==> config.mk <==
export PLATFORM = sky130hd
export DESIGN_NAME = iq_window_accumulator
export DESIGN_NICKNAME = d
export VERILOG_FILES = /design/src/rtl/iq_demod_pkg.sv /design/src/rtl/iq_mac_lane.sv /design/src/rtl/iq_window_accumulator.sv
export SDC_FILE = /design/constraint.sdc
export NUM_CORES = 2
export LEC_CHECK = 0
export BUFFER_PORTS_ARGS = -buffer_cell sky130_fd_sc_hd__buf_2
export CAP_MARGIN = 20
export CORE_ASPECT_RATIO = 1.1
export CORE_MARGIN = 5
export CORE_UTILIZATION = 35
export CTS_CLUSTER_DIAMETER = 200
export DETAILED_ROUTE_END_ITERATION = 7
export HOLD_SLACK_MARGIN = 0.15
export SLEW_MARGIN = 15
export SYNTH_ARGS = -nofsm -noshare
export SYNTH_HDL_FRONTEND = slang
export SYNTH_SLANG_ARGS = --single-unit
==> constraint.sdc <==
create_clock -name clk -period 5.55 [get_ports clk]
set_clock_uncertainty 0.2 [all_clocks]
set_input_delay 1.11 -clock clk [delete_from_list [all_inputs] [get_ports clk]]
set_output_delay 1.11 -clock clk [all_outputs]
set_load 0.005 [all_outputs]
==> src/rtl/iq_demod_pkg.sv <==
// Shared definitions for the IQ demodulator: FSM encodings, default widths,
// and the accumulator width derivation.
package iq_demod_pkg;

  localparam int DEF_N        = 14;
  localparam int DEF_M        = 14;
  localparam int DEF_WIN_LOG2 = 10;

  typedef enum logic [1:0] {
    ST_IDLE  = 2'd0,
    ST_RUN   = 2'd1,
    ST_DRAIN = 2'd2
  } state_t;

  // Full-precision product (n+m) plus w guard bits for 2^w summands.
  function automatic int acc_width(input int n, input int m, input int w);
    return n + m + w;
  endfunction

endpackage

==> src/rtl/iq_mac_lane.sv <==
// One multiply-accumulate lane: registered product with first/last tags,
// tagged accumulator, and a held output register with a one-cycle strobe.
module iq_mac_lane #(
  parameter int N     = 14,
  parameter int M     = 14,
  parameter int ACC_W = 38
) (
  input  logic                    clk,
  input  logic                    rst_n,
  input  logic signed [N-1:0]     sample,
  input  logic signed [M-1:0]     ref_in,
  input  logic                    in_valid,
  input  logic                    in_first,
  input  logic                    in_last,
  output logic signed [ACC_W-1:0] sum_out,
  output logic                    sum_valid
);

  logic signed [N+M-1:0]   prod;
  logic                    prod_valid;
  logic                    prod_first;
  logic                    prod_last;
  logic signed [ACC_W-1:0] acc;
  logic signed [ACC_W-1:0] prod_ext;
  logic signed [ACC_W-1:0] sum_next;

  // Product stage: full-precision multiply of each accepted sample, tags travel alongside.
  always_ff @(posedge clk or negedge rst_n) begin
    if (!rst_n) begin
      prod       <= '0;
      prod_valid <= 1'b0;
      prod_first <= 1'b0;
      prod_last  <= 1'b0;
    end else begin
      prod_valid <= in_valid;
      prod_first <= in_valid & in_first;
      prod_last  <= in_valid & in_last;
      if (in_valid) prod <= sample * ref_in;
    end
  end

  // A first-tagged product restarts the sum so no residue from an older window survives.
  always_comb begin
    prod_ext = ACC_W'(prod);
    sum_next = prod_first ? prod_ext : (acc + prod_ext);
  end

  // Accumulate valid products; a last-tagged product publishes the finished sum.
  always_ff @(posedge clk or negedge rst_n) begin
    if (!rst_n) begin
      acc       <= '0;
      sum_out   <= '0;
      sum_valid <= 1'b0;
    end else begin
      sum_valid <= 1'b0;
      if (prod_valid) begin
        acc <= sum_next;
        if (prod_last) begin
          sum_out   <= sum_next;
          sum_valid <= 1'b1;
        end
      end
    end
  end

endmodule

==> src/rtl/iq_window_accumulator.sv <==
// I/Q mixing and boxcar integration over 2^WIN_LOG2 accepted samples.
// Optional build macro: IQ_ACC_FREE_RUN_EN (free-running back-to-back windows,
// start ignored). Without it each start runs exactly one window.
// Handshake: a sample is accepted on a rising edge where the FSM is in RUN and
// sample_valid=1; there is no backpressure. out_valid is a one-cycle strobe with
// i_out/q_out held until the next window completes.
module iq_window_accumulator
  import iq_demod_pkg::*;
#(
  parameter int N        = DEF_N,
  parameter int M        = DEF_M,
  parameter int WIN_LOG2 = DEF_WIN_LOG2,
  parameter int ACC_W    = acc_width(N, M, WIN_LOG2)
) (
  input  logic                    clk,
  input  logic                    rst_n,
  input  logic                    start,
  input  logic signed [N-1:0]     sample_in,
  input  logic                    sample_valid,
  input  logic signed [M-1:0]     ref_cos,
  input  logic signed [M-1:0]     ref_sin,
  output logic signed [ACC_W-1:0] i_out,
  output logic signed [ACC_W-1:0] q_out,
  output logic                    out_valid,
  output logic                    busy
);

  state_t              state, state_next;
  logic [WIN_LOG2-1:0] cnt, cnt_next;
  logic                accept;
  logic                tag_first;
  logic                tag_last;
  logic                q_valid_unused;

  assign accept    = (state == ST_RUN) && sample_valid;
  assign tag_first = (cnt == '0);
  assign tag_last  = (cnt == {WIN_LOG2{1'b1}});
  assign busy      = (state != ST_IDLE);

  // State and window counter registers.
  always_ff @(posedge clk or negedge rst_n) begin
    if (!rst_n) begin
      state <= ST_IDLE;
      cnt   <= '0;
    end else begin
      state <= state_next;
      cnt   <= cnt_next;
    end
  end

  // Next-state logic: the counter only advances on accepted samples, so gaps just stall it.
  always_comb begin
    state_next = state;
    cnt_next   = cnt;
    case (state)
      ST_IDLE: begin
`ifdef IQ_ACC_FREE_RUN_EN
        state_next = ST_RUN;
        cnt_next   = '0;
`else
        if (start) begin
          state_next = ST_RUN;
          cnt_next   = '0;
        end
`endif
      end
      ST_RUN: begin
        if (accept) begin
          // The counter wraps naturally, so in free-run the next sample is tagged first.
          cnt_next = cnt + 1'b1;
`ifndef IQ_ACC_FREE_RUN_EN
          if (tag_last) state_next = ST_DRAIN;
`endif
        end
      end
      ST_DRAIN: state_next = ST_IDLE;
      default:  state_next = ST_IDLE;
    endcase
  end

  iq_mac_lane #(.N(N), .M(M), .ACC_W(ACC_W)) u_lane_i (
    .clk       (clk),
    .rst_n     (rst_n),
    .sample    (sample_in),
    .ref_in    (ref_cos),
    .in_valid  (accept),
    .in_first  (tag_first),
    .in_last   (tag_last),
    .sum_out   (i_out),
    .sum_valid (out_valid)
  );

  // Both lanes see identical tags, so the Q strobe duplicates the I strobe.
  iq_mac_lane #(.N(N), .M(M), .ACC_W(ACC_W)) u_lane_q (
    .clk       (clk),
    .rst_n     (rst_n),
    .sample    (sample_in),
    .ref_in    (ref_sin),
    .in_valid  (accept),
    .in_first  (tag_first),
    .in_last   (tag_last),
    .sum_out   (q_out),
    .sum_valid (q_valid_unused)
  );

endmodule

### Word-level counts from Yosys, hierarchy flattened

Index checks and enable logic that the tools add are counted.

* bitwise operators: 2
* multiplexer cells: 11
* eq/ne operators: 5
* add/sub/neg operators: 3
* reductions and logical operators: 8
* multipliers: 2

Operators with widths (count)
* adder 38 x 28 -> 38 bit: 2
* two-way mux 38 bit: 2
* multiplier 14 x 14 -> 28 bit: 2
* two-way mux 10 bit: 2
* one-hot mux 10 bit (2 select lines): 1
* adder 10 x 1 -> 10 bit, second input constant: 1
* equality test 10 bit, second input constant: 1
* logical NOT 10 bit: 1
* two-way mux 2 bit: 3
* AND reduction 3 bit: 2
* inequality test 2 x 1 -> 1 bit, second input constant: 2
* one-hot mux 2 bit (2 select lines): 1
* nonzero test 2 bit: 2
* AND 1 bit: 2
* equality test 2 x 1 -> 1 bit, second input constant: 1
* logical NOT 2 bit: 1
* two-way mux 1 bit: 2
* inequality test 2 bit, second input constant: 1
* AND reduction 2 bit: 1
* logical AND 1 bit: 1

* flip-flop bits (word level): 224

### Longest topological paths before layout

* depth after elaboration: 4
* mapped depth: 26

### Modules after synthesis

A second synthesis with hierarchy kept.

* cells, all modules: 3140
* area total of the unflattened synthesis: 28289.6 um^2

Modules (own cells, without submodules)
* iq_mac_lane (u_lane_q): area an instance 13943.4 um^2, cells an instance 1554, times used 1
* iq_mac_lane (u_lane_i): area an instance 13679.4 um^2, cells an instance 1522, times used 1
* iq_window_accumulator: area an instance 666.9 um^2, cells an instance 64, times used 1

### Worst setup path after synthesis

Ideal clock, no wire load.

* path kind: input-to-reg
* from: input port sample_in[7]
* to: register u_lane_q.prod[27]
* cell stages on the path: 22
* setup time: 0.122 ns
* setup slack: -1.880 ns
* data required time: 5.228 ns
* data arrival time: 7.108 ns
* path through: clkbuf_1 clkbuf_1 nand2_1 fa_1 fa_1 fa_1 inv_1 fa_1 fa_1 inv_1 fa_1 inv_1 ha_1 a2111oi_0 o21bai_1 o21bai_1 o311ai_0 o21ai_0 o31a_1 a211oi_1 mux2i_1 nand2_1

* cells in the longest elaborated chain, start to end: 1

RTL lines
* start, declared: line iq_window_accumulator.sv:18 `input logic signed [N-1:0] sample_in,`
* multiplier 14 x 14 -> 28 bit: line iq_mac_lane.sv:38 `if (in_valid) prod <= sample * ref_in;`
* end signal, assigned: line iq_mac_lane.sv:38
* end, declared: line iq_mac_lane.sv:19 `logic signed [N+M-1:0] prod;`

Every way passes these cells.
A chain may end at the register's enable or synchronous reset.

### Worst setup path in the final report

* from: input port sample_in[6]
* to: register u_lane_q.prod[27]

Same word-level chain as after synthesis.

==> flow_summary.json <==
{
  "outcome": "finished, violations left",
  "violations": "setup timing",
  "syn_nets": 3704,
  "critPathMaxStageDelay_ns": 0.51,
  "root_buffer": "clkbuf_16",
  "startpoint": "sample_in[6]",
  "grt_pass1_vias": 21645,
  "antenna_found_initial": 7,
  "h-tree-depth": 1,
  "routedWlPerCell_um": 15.0,
  "nets": 3992,
  "syn_area_um2": 27400,
  "required_ns": 5.78,
  "viasPerCell": 4.73,
  "r2r_start": "u_lane_i.acc[1]",
  "synth_common_cells": "464 x inv_1, 392 x fa_1, 386 x nand2_1",
  "crit_top_cell": "fa_1",
  "fmax_mhz": 154,
  "synth_top_flop_cell": "dfrtp_1",
  "end_kind": "flip-flop",
  "fill_cells": 7648,
  "ys_ff_latch": 224,
  "vias": 20852,
  "io_pins": 124,
  "syn_inst": 3056,
  "layout-drive-gt1-share_pct": 17.7,
  "hp-start": "u_lane_q.sum_out[25]",
  "grt_usage_pct": 15.7,
  "slowest_stage": "fa_1",
  "area_growth_pct": 19.6,
  "grt_max_degree": 115,
  "port_buffers": 123,
  "critPathLaunchType": "input port",
  "place.detailed.hpwl_um": 54100,
  "synthMostInstantiatedCell": "inv_1",
  "clock_latency_ns": 0.54,
  "finalCriticalPeriod_ns": 6.48,
  "hold_viol_final": 0,
  "path_max_fanout": 4,
  "cts-buffers-inserted": 26,
  "drc": 0,
  "finalMaxSlewViolations": 0,
  "async_reset_ff_share_pct": 100,
  "dr.pass1.iters": 5,
  "tightest_slew_ns": 0.965,
  "rsz0062_at_grt": "yes",
  "clock-sinks": 224,
  "path_clk_slew_ns": 0.06,
  "synth_edf_count": 0,
  "period_share_pct": 117,
  "totalWireLength_um": 66000,
  "cts_buffer_depth": 3,
  "fp.dieW_um": 277,
  "placed_area_um2": 31100,
  "dieArea_um2": 84100,
  "die_h_um": 304,
  "hp-class": "flip-flop to flip-flop",
  "cts_tree": "built",
  "finalSetupViolCount": 32,
  "setup_ws_ns": -0.931,
  "synth_top_cell_by_area": "fa_1",
  "postRouteAntennaNets": 0,
  "initial_utilization_pct": 35.3,
  "core_area_um2": 77600,
  "yosys-top-cells-area": "fa_1 29%, dfrtp_1 20%, ha_1 9.6%, inv_1 6.3%, nand2_1 5.3%",
  "design_area_um2": 32800,
  "synth_top_area_share_pct": 28.6,
  "place.gp.congestion": 0.882,
  "synth_warnings": 0,
  "ys_seq_area_share_pct": 20.4,
  "grt-ovfl-total": 0,
  "drt-initial-drc-count": 881,
  "worstSetupPathType": "input port to flip-flop",
  "slew_headroom_pct": 35.6,
  "ctsHoldBuffers": 0,
  "crit_chain": "buf_12, buf_4, and2_4, fa_1, inv_1, fa_1, inv_1, fa_1, fa_1, fa_1, inv_2, fa_1, inv_2, ha_4, buf_12, a2111oi_4, o21bai_1, o21bai_4, o311ai_4, o21ai_2, o31a_1, a211oi_2, mux2i_1, nand2_1",
  "cap_violations": 0,
  "row_count": 107,
  "synth_cell_type_count": 69,
  "arrival_ns": 6.71,
  "syn_avg_cell_area_um2": 8.98,
  "grt_pass1_wl_um": 112000
}
[cell type report]
type                            count  area, um2  area share [%]
Timing Repair Buffer              396       3030            9.23
Tap cell                         1035       1290            3.95
Multi-Input combinational cell   2230      20200            61.6
Clock buffer                       34        742            2.26
Antenna cell                        5       12.5          0.0381
Inverter                          466       1750            5.34
Clock inverter                     14        168           0.511
Sequential cell                   224       5610            17.1
[sequential cells by signal, indices dropped and copies added (netlist names)]
name                 count
u_lane_q.prod           28
u_lane_q.prod_valid      1
u_lane_q.acc            38
u_lane_i.prod           28
state                    2
u_lane_i.sum_out        38
u_lane_i.prod_first      1
cnt                     10
u_lane_i.prod_last       1
u_lane_i.sum_valid       1
u_lane_q.sum_out        38
u_lane_i.acc            38
[stage by stage]
| stage | utilization [%] | cells | setup TNS, ns | hold WS, ns | setup slack (ns) |
|---|---|---|---|---|---|
| final | 42.2 | 4404 | -16.03 | 0.270 | -0.931 |
| after global routing | 42.2 | 4399 | -22.63 | 0.298 | -1.15 |
| after CTS | 41.8 | 4392 | -17.07 | 0.278 | -1.06 |
| after detailed placement | 40.1 | 4333 | -45.76 | 0.264 | -1.82 |
| after global placement | 40.1 | 4333 | -43.01 | 0.255 | -1.71 |
| after floorplan | - | 3056 | -28.10 | 0.260 | -1.41 |
[cell usage in the layout (no fill, tap or decap), drive strengths merged, types with 6 or more instances in the layout]
master and count:
inv 465, buf 394, fa 392, nand2 386
dfrtp 224, and2 212, ha 210, o21ai 197
a21oi 166, nor2 158, xnor2 67, a21o 55
xor2 54, clkbuf 36, nand3 33, nand2b 25
nor3 24, mux2i 21, and3 19, o21a 17
a31oi 17, nor2b 16, o21bai 14, or3 14
a211oi 14, or2 10, o31ai 8, o211ai 7
a21boi 7, mux2 7, nor4 7, o2111ai 7
clkinvlp 6, a211o 6, clkinv 6
[critical path, delay by kind of cell]
kind	cells	cell delay [ns]
simple gates	2	0.23
buf+inv	7	0.56
mux	1	0.21
compound gates	7	1.58
fa+ha+maj	7	3.03
[cell families (layout without fill, tap and decap cells)]
group,count (synthesis),after routing,share of synthesized area [%]
adder cells (fa/ha/maj),602,602,38.2
AO/OA/AOI/OAI,555,555,12.2
other,0,5,0
AND/OR/NAND/NOR,924,924,16.0
multiplexers,28,28,1.05
flip-flops,224,224,20.4
buffers and inverters,602,910,8.25
XOR/XNOR,121,121,3.86
[per-layer routing]
| layer | part of all wire (%) | wire [um] | track usage (%) |
|---|---|---|---|
| met3 | 5.6 | 3720 | 1.88 |
| met5 | 0.020 | 13 | 0 |
| met1 | 48 | 32000 | 23.5 |
| met4 | 1.3 | 864 | 2.28 |
| met2 | 45 | 29400 | 25.2 |
[final timing paths]
check / slack, ns / cells after the start / end
worst max register to register: 1.57 / 11 / u_lane_i.sum_out[37]
worst min-delay path: 0.27 / 2 / u_lane_q.sum_out[25]
worst max-delay path: -0.93 / 24 / u_lane_q.prod[27]
max in group asynchronous: 3.66 / 2 / u_lane_q.prod_valid
min in group asynchronous: 0.42 / 1 / u_lane_q.sum_out[23]
worst min register to register: 0.27 / 2 / u_lane_q.sum_out[25]
[what timing repair did]
| action | in CTS | in global routing |
|---|---|---|
| endpoints found under the setup margin | 35 | 37 |
| pin swaps | 69 | 60 |
| resized for setup | 97 | 71 |
| buffers inserted | 15 | 10 |
Power is left out: the tool's default activity adds up to more than one toggle a clock period on the data nets, which glitch-free logic cannot reach.
